## src/rtl/sid_dca_pkg.sv

```systemverilog
// sid_dca_pkg -- shared types and default widths for the SID DCA scheduler.
//   dca_state_t : pass sequencer states (IDLE, MUL, DRAIN, COMMIT)
//   DEF_*       : default widths / voice count
//   round_bias  : half-LSB bias added before truncation when rounding is built in
package sid_dca_pkg;

  typedef enum logic [1:0] {
    IDLE,
    MUL,
    DRAIN,
    COMMIT
  } dca_state_t;

  localparam int unsigned DEF_NUM_VOICES = 3;
  localparam int unsigned DEF_WAVE_W     = 12;
  localparam int unsigned DEF_ENV_W      = 8;
  localparam int unsigned DEF_OUT_W      = 12;
  localparam int unsigned PROD_W         = DEF_WAVE_W + DEF_ENV_W;

  // Half of the weight of the lowest kept product bit; 0 when nothing is dropped.
  function automatic int unsigned round_bias(input int unsigned prod_w,
                                             input int unsigned out_w);
    if (prod_w > out_w)
      return 32'd1 << (prod_w - out_w - 1);
    else
      return 0;
  endfunction

endpackage

```

## src/rtl/sid_dca_if.sv

```systemverilog
// sid_dca_if -- voice-side inputs and mixer-side outputs of the DCA scheduler.
//   ce_1m      : 1 MHz sample strobe, one clock wide
//   wave_in    : voice k waveform at [k*WAVE_W +: WAVE_W]
//   env_in     : voice k envelope at [k*ENV_W +: ENV_W]
//   signal_out : committed DCA outputs, voice k at [k*OUT_W +: OUT_W]
//   done       : one-clock pulse in the cycle signal_out updates
//   busy       : sample pass in progress
//   overrun    : sticky, ce_1m seen while busy
// Modports: master (voice/mixer side), slave (scheduler).
interface sid_dca_if #(
  parameter int unsigned NUM_VOICES = 3,
  parameter int unsigned WAVE_W     = 12,
  parameter int unsigned ENV_W      = 8,
  parameter int unsigned OUT_W      = 12
);

  logic                         ce_1m;
  logic [NUM_VOICES*WAVE_W-1:0] wave_in;
  logic [NUM_VOICES*ENV_W-1:0]  env_in;
  logic [NUM_VOICES*OUT_W-1:0]  signal_out;
  logic                         done;
  logic                         busy;
  logic                         overrun;

  modport master (
    output ce_1m, wave_in, env_in,
    input  signal_out, done, busy, overrun
  );

  modport slave (
    input  ce_1m, wave_in, env_in,
    output signal_out, done, busy, overrun
  );

endinterface

```

## src/rtl/sid_dca_mul.sv

```systemverilog
// sid_dca_mul -- single registered unsigned WAVE_W x ENV_W multiply stage.
//   clock, reset : system clock, synchronous active-high reset
//   a, b         : waveform sample and envelope operands
//   en           : load q with the scaled product at the next edge
//   q            : top OUT_W bits of the product, 1-clock latency
// Build option: SID_DCA_ROUND_EN adds a half-LSB bias before truncation
// (round-half-up); otherwise the product is plainly truncated.
module sid_dca_mul
  import sid_dca_pkg::*;
#(
  parameter int unsigned WAVE_W = DEF_WAVE_W,
  parameter int unsigned ENV_W  = DEF_ENV_W,
  parameter int unsigned OUT_W  = DEF_OUT_W
) (
  input  logic              clock,
  input  logic              reset,
  input  logic [WAVE_W-1:0] a,
  input  logic [ENV_W-1:0]  b,
  input  logic              en,
  output logic [OUT_W-1:0]  q
);

  localparam int unsigned MUL_W = WAVE_W + ENV_W;

  logic [MUL_W-1:0] product;
  logic [OUT_W-1:0] scaled;

  always_comb begin
    product = MUL_W'(a) * MUL_W'(b);
`ifdef SID_DCA_ROUND_EN
    // Cannot carry out: max operands leave more than the bias of headroom.
    product = product + MUL_W'(round_bias(MUL_W, OUT_W));
`endif
    scaled = OUT_W'(product >> (MUL_W - OUT_W));
  end

  always_ff @(posedge clock) begin
    if (reset)
      q <= '0;
    else if (en)
      q <= scaled;
  end

endmodule

```

## src/rtl/sid_dca_scheduler.sv

```systemverilog
// sid_dca_scheduler -- time-multiplexes one registered DCA multiplier across
// all SID voices. Each accepted ce_1m snapshots every voice's wave/envelope
// pair, multiplies them one voice per clock into a shadow bank, then commits
// every voice output in the same cycle so the mixer sees coherent samples.
//   clock, reset : system clock, synchronous active-high reset
//   bus (slave)  : ce_1m, wave_in, env_in in; signal_out, done, busy, overrun out
// Timing for strobe sampled at edge T: product k at T+1+k, shadow k at T+2+k,
// signal_out/done at T+NUM_VOICES+2; next strobe accepted from T+NUM_VOICES+3.
// Build option: SID_DCA_ROUND_EN (rounding in sid_dca_mul, latency unchanged).
module sid_dca_scheduler
  import sid_dca_pkg::*;
#(
  parameter int unsigned NUM_VOICES = DEF_NUM_VOICES,
  parameter int unsigned WAVE_W     = DEF_WAVE_W,
  parameter int unsigned ENV_W      = DEF_ENV_W,
  parameter int unsigned OUT_W      = DEF_OUT_W
) (
  input  logic     clock,
  input  logic     reset,
  sid_dca_if.slave bus
);

  localparam int unsigned IDX_W = (NUM_VOICES > 1) ? $clog2(NUM_VOICES) : 1;
  localparam logic [IDX_W-1:0] LAST_IDX = IDX_W'(NUM_VOICES - 1);

  dca_state_t state, state_next;

  logic             capture;
  logic             issue;
  logic             commit;
  logic [IDX_W-1:0] idx;

  logic [WAVE_W-1:0] snap_wave [NUM_VOICES];
  logic [ENV_W-1:0]  snap_env  [NUM_VOICES];
  logic [OUT_W-1:0]  shadow    [NUM_VOICES];

  // Tracks which voice the multiplier register currently holds, so the
  // shadow write lags the issue by exactly one clock.
  logic             wr_valid;
  logic [IDX_W-1:0] wr_idx;
  logic [OUT_W-1:0] mul_q;

  always_ff @(posedge clock) begin
    if (reset)
      state <= IDLE;
    else
      state <= state_next;
  end

  always_comb begin
    state_next = state;
    capture    = 1'b0;
    issue      = 1'b0;
    commit     = 1'b0;
    case (state)
      IDLE: begin
        if (bus.ce_1m) begin
          capture    = 1'b1;
          state_next = MUL;
        end
      end
      MUL: begin
        issue = 1'b1;
        if (idx == LAST_IDX)
          state_next = DRAIN;
      end
      DRAIN: begin
        state_next = COMMIT;
      end
      COMMIT: begin
        commit     = 1'b1;
        state_next = IDLE;
      end
      default: begin
        state_next = IDLE;
      end
    endcase
  end

  assign bus.busy = (state != IDLE);

  always_ff @(posedge clock) begin
    if (reset) begin
      idx            <= '0;
      wr_valid       <= 1'b0;
      wr_idx         <= '0;
      bus.signal_out <= '0;
      bus.done       <= 1'b0;
      bus.overrun    <= 1'b0;
      for (int unsigned i = 0; i < NUM_VOICES; i++) begin
        snap_wave[i] <= '0;
        snap_env[i]  <= '0;
        shadow[i]    <= '0;
      end
    end else begin
      bus.done <= commit;
      wr_valid <= issue;
      wr_idx   <= idx;

      if (capture) begin
        idx <= '0;
        for (int unsigned i = 0; i < NUM_VOICES; i++) begin
          snap_wave[i] <= bus.wave_in[i*WAVE_W +: WAVE_W];
          snap_env[i]  <= bus.env_in[i*ENV_W +: ENV_W];
        end
      end else if (issue) begin
        idx <= idx + IDX_W'(1);
      end

      if (wr_valid)
        shadow[wr_idx] <= mul_q;

      if (commit) begin
        for (int unsigned i = 0; i < NUM_VOICES; i++)
          bus.signal_out[i*OUT_W +: OUT_W] <= shadow[i];
      end

      if (bus.ce_1m && (state != IDLE))
        bus.overrun <= 1'b1;
    end
  end

  sid_dca_mul #(
    .WAVE_W (WAVE_W),
    .ENV_W  (ENV_W),
    .OUT_W  (OUT_W)
  ) u_mul (
    .clock (clock),
    .reset (reset),
    .a     (snap_wave[idx]),
    .b     (snap_env[idx]),
    .en    (issue),
    .q     (mul_q)
  );

endmodule

```

## src/flat_wrapper.sv

```systemverilog
// flat-port wrapper written by rule: the top's interface ports become plain ports
module sid_dca_scheduler_flat import sid_dca_pkg::*;
#(
  parameter int unsigned NUM_VOICES = DEF_NUM_VOICES,
  parameter int unsigned WAVE_W     = DEF_WAVE_W,
  parameter int unsigned ENV_W      = DEF_ENV_W,
  parameter int unsigned OUT_W      = DEF_OUT_W
)
  (clock, reset, bus_ce_1m, bus_wave_in, bus_env_in, bus_signal_out, bus_done, bus_busy, bus_overrun);
  sid_dca_if #(.NUM_VOICES(NUM_VOICES), .WAVE_W(WAVE_W), .ENV_W(ENV_W), .OUT_W(OUT_W)) bus_i ();
  input  logic clock;
  input  logic reset;
  input wire logic [$bits(bus_i.ce_1m)-1:0] bus_ce_1m;
  input wire logic [$bits(bus_i.wave_in)-1:0] bus_wave_in;
  input wire logic [$bits(bus_i.env_in)-1:0] bus_env_in;
  output wire logic [$bits(bus_i.signal_out)-1:0] bus_signal_out;
  output wire logic [$bits(bus_i.done)-1:0] bus_done;
  output wire logic [$bits(bus_i.busy)-1:0] bus_busy;
  output wire logic [$bits(bus_i.overrun)-1:0] bus_overrun;
  assign bus_i.ce_1m = bus_ce_1m;
  assign bus_i.wave_in = bus_wave_in;
  assign bus_i.env_in = bus_env_in;
  assign bus_signal_out = bus_i.signal_out;
  assign bus_done = bus_i.done;
  assign bus_busy = bus_i.busy;
  assign bus_overrun = bus_i.overrun;
  sid_dca_scheduler #(.NUM_VOICES(NUM_VOICES), .WAVE_W(WAVE_W), .ENV_W(ENV_W), .OUT_W(OUT_W)) u_core (.clock(clock), .reset(reset), .bus(bus_i));
endmodule
```

## config.mk

```make
export PLATFORM = sky130hd
export DESIGN_NAME = sid_dca_scheduler_flat
export DESIGN_NICKNAME = d
export VERILOG_FILES = /design/src/rtl/sid_dca_pkg.sv /design/src/rtl/sid_dca_if.sv /design/src/rtl/sid_dca_mul.sv /design/src/rtl/sid_dca_scheduler.sv /design/src/flat_wrapper.sv
export SDC_FILE = /design/constraint.sdc
export NUM_CORES = 1
export LEC_CHECK = 0
export BUFFER_PORTS_ARGS = -buffer_cell sky130_fd_sc_hd__buf_2
export CAP_MARGIN = 0
export CORE_MARGIN = 5
export CORE_UTILIZATION = 50
export CTS_CLUSTER_SIZE = 20
export DETAILED_ROUTE_END_ITERATION = 7
export HOLD_SLACK_MARGIN = 0.06
export PLACE_DENSITY_LB_ADDON = 0.05
export SLEW_MARGIN = 10
export SYNTH_ARGS = -nofsm -noshare
export SYNTH_HDL_FRONTEND = slang
export SYNTH_HIERARCHICAL = 1
export SYNTH_SLANG_ARGS = --single-unit
```

## constraint.sdc

```tcl
create_clock -name clock -period 14.7 [get_ports clock]
set_input_delay 1.47 -clock clock [delete_from_list [all_inputs] [get_ports clock]]
set_output_delay 1.47 -clock clock [all_outputs]
set_load 0.03 [all_outputs]
```

==> impl_metrics.csv <==
group,metric,value,unit
cts,cts_hold_buf,0,
cts,cts_made_buffers,17,
worst_setup_path,required,15040,ps
cts,root_buffer,"clkbuf_16",
drt,num_vias,5658,
timing,fin_skew,9.17,ps
synth,async_flop_share,0,%
layout,drive_gt1_share,16.9,%
synth,synth-seq-cells,155,
timing,setup_tns,0,ps
layout,multi_input_area,4590,um^2
floorplanning,initial_core_util,50.7,%
worst_setup_path,rr_worst_depth,16,
floorplanning,core-area,18000,um^2
placement,dp_worst_setup_slack,8280,ps
timing,fmax,155,MHz
synth,yosysSeqAreaShare,44.6,%
drt,drc,0,
worst_setup_path,reg2reg_to,"u_core/u_mul/q[9]",
synth,yosys_warnings,6,
floorplanning,dieArea,21000,um^2
synth,syn-cell-area,9110,um^2
placement,place_congestion,0.828,
global_route,first_global_vias,6169,
cts,cts_tree,"done",
timing,rsz0062_at_grt,"no",
drt,wirelength,17300,um
power_and_ir_drop,p_clk_share,21.2,%
layout,mostFrequentLayoutCell,"and2_1",
timing,worst-slew-pin-transition,1220,ps
worst_setup_path,crit_arrival,6790,ps
power_and_ir_drop,ir_worst_vdd,0.132,mV
worst_setup_path,cp-start-kind,"flop",
power_and_ir_drop,total_power,1930,uW
drt,ant_nets,0,
global_route,grt_first_pass_wirelength,29700,um
synth,synth_flop_cell,"edfxtp_1",
cts,insertion_delay,430,ps
worst_setup_path,endpoint_kind,"flop",
floorplanning,die_w,145,um
global_route,grt_max_degree,65,
floorplanning,placement_rows,49,
layout,fill_cells,1513,
synth,synthCells,814,
min_path,holdPathEnd,"u_core/bus.signal_out[2]",
cts,cts_setup_buffers,0,
placement,post-place-cells,1116,
worst_setup_path,crit_fanout,20,
power_and_ir_drop,p_leak,0.00456,uW
drt,wl_per_cell,15.1,um
power_and_ir_drop,switching_share,41.1,%
power_and_ir_drop,switching_power,794,uW
cts,clock_path_buffers,2,
drt,drtIter0Drc,273,
floorplanning,ios,102,
synth,synth_area_leader_cell,"edfxtp_1",
placement,dp.final_hpwl,13200,um
global_route,grt-ovfl-total,0,
timing,fin_crit,6450,ps
global_route,antenna_found_initial,0,
cts,clk_pin_slew,60,ps
layout,insertedDiodeCount,0,
job,cap_violations,0,
cts,htree_levels,4,
timing,maxSlewHeadroom,18.1,%
placement,port_buffers,101,
floorplanning,die_h,145,um
worst_setup_path,reg2reg_slack,8250,ps
drt,dr.pass1.iters,4,
drt,via_per_inst,4.93,
synth,syn_avg_cell_area,11.2,um^2
synth,synth_top_area_share,31.6,%
power_and_ir_drop,power.density,187,nW/um^2
synth,yosysUniqueCellTypes,52,
synth,synthesis.nets,980,
power_and_ir_drop,p_int,1140,uW
synth,synth_edf_count,96,
layout,area_growth,13.6,%
layout,nets,1072,
timing,setup_viol,0,
layout,final_cell_mix,"173 x and2_1, 101 x buf_2, 96 x edfxtp_1, 81 x inv_1",
worst_setup_path,setup.worst_path.class,"flop to flop",
cts,cts-resized-gates,0,
power_and_ir_drop,power_frac_seq,30.0,%
global_route,track_usage,17.1,%
min_path,holdCritStartpoint,"u_core/shadow[0][2]",
min_path,min_path_cells,2,
min_path,hold_class,"flop to flop",
timing,period_share,43.9,%
timing,worst_slack,8250,ps
layout,stdcell_count,1148,
layout,seqCellArea,4060,um^2
timing,hold_viol_final,0,
outcome,status,"finished, final reports clean",
power_and_ir_drop,p_comb_share,48.7,%
synth,synth_area_leaders,"edfxtp_1 32%, dfxtp_1 13%, fa_1 13%, and2_1 12%, mux2i_1 6.5%",
cts,cts_num_sinks,155,
timing,slew_viol_final,0,
[per-layer routing]
layer	vias up	share of wire, %	global-route usage (%)
met4	0	1.6	5.74
li1	2858	-	-
met5	-	0	0
met2	109	52	30.4
met3	23	3.6	3.31
met1	2668	43	20.7
[synthesized netlist by cell type (2+ instances only)]
cell type and n:
a211oi_1 3, a21o_1 2, a21oi_1 6, a221oi_1 2
and2_1 173, buf_2 8, buf_4 5, clkbuf_1 22
dfxtp_1 59, edfxtp_1 96, fa_1 59, ha_1 44
inv_1 81, mux2i_1 59, nand2_1 45, nand2b_1 3
nand3_1 5, nor2_1 57, nor2b_1 6, nor3b_1 3
nor4bb_2 2, o21a_1 4, o21ai_0 26, o22ai_1 2
o31ai_1 3, or2_2 3, xnor2_1 5, xor2_1 7
[state kept, by name (all words and copies together), names as in the netlist, named ones only]
| signal | flops |
|---|---|
| u_core/bus.signal_out | 36 |
| u_core/shadow | 36 |
| u_core/snap_wave | 36 |
| u_core/snap_env | 24 |
| u_core/u_mul/q | 12 |
| u_core/idx | 2 |
| u_core/state | 2 |
| u_core/wr_idx | 2 |
| u_core/bus.done | 1 |
| u_core/bus.overrun | 1 |
| u_core/wr_valid | 1 |
[cell families after synthesis]
family | share of synthesized area (%)
compound gates | 5.14
mux | 6.48
simple gates | 18.5
fa+ha+maj | 19.0
xor+xnor | 1.15
buf+inv | 5.09
flops | 44.6
[worst max path at each step]
stage,endpoint,startpoint,cells after the start
floorplan,u_core/u_mul/q[9],flop,18
global placement,u_core/u_mul/q[9],flop,16
detailed placement,u_core/u_mul/q[9],flop,16
CTS,u_core/u_mul/q[9],flop,16
global route,u_core/u_mul/q[9],flop,16
finish,u_core/u_mul/q[9],flop,16
[worst max-delay path, cell delays in order (launching register included)]
cell and delay, ps:
dfxtp_1 1080, mux2i_1 170, o21ai_0 980, and2_1 280, fa_1 410, fa_1 480
fa_1 550, inv_1 50, fa_1 530, inv_1 40, ha_1 360, a21o_1 230
a221oi_1 360, o21ai_2 150, o31ai_2 350, xor2_1 120, a211oi_1 230
[power groups by stage]
| stage | clock network (uW) | registers, uW | logic [uW] |
|---|---|---|---|
| 2_1_floorplan | 0 | 580 | 738 |
| 3_3_place_gp | 0 | 588 | 922 |
| 3_5_place_dp | 0 | 590 | 954 |
| 4_1_cts | 420 | 581 | 957 |
| 5_1_grt | 439 | 585 | 1100 |
| 6_report | 410 | 579 | 941 |
[final cells by class]
| cell class | count | area share (%) |
|---|---|---|
| timing repair buffer | 108 | 5.39 |
| multi-input combinational | 543 | 44.4 |
| sequential | 155 | 39.3 |
| inverter | 81 | 2.94 |
| tap | 229 | 2.77 |
| clock inverter | 13 | 1.00 |
| clock buffer | 19 | 4.28 |
[stage by stage]
step | util, % | hold slack [ps] | cell area [um^2]
finish | 57.6 | 487 | 10300
global route | 57.6 | 515 | 10300
CTS | 57.6 | 486 | 10300
detailed placement | 54.6 | 471 | 9800
global placement | 54.6 | 443 | 9800
floorplan | - | 444 | 9110
Note: power is estimated with default switching activity, not from simulation.
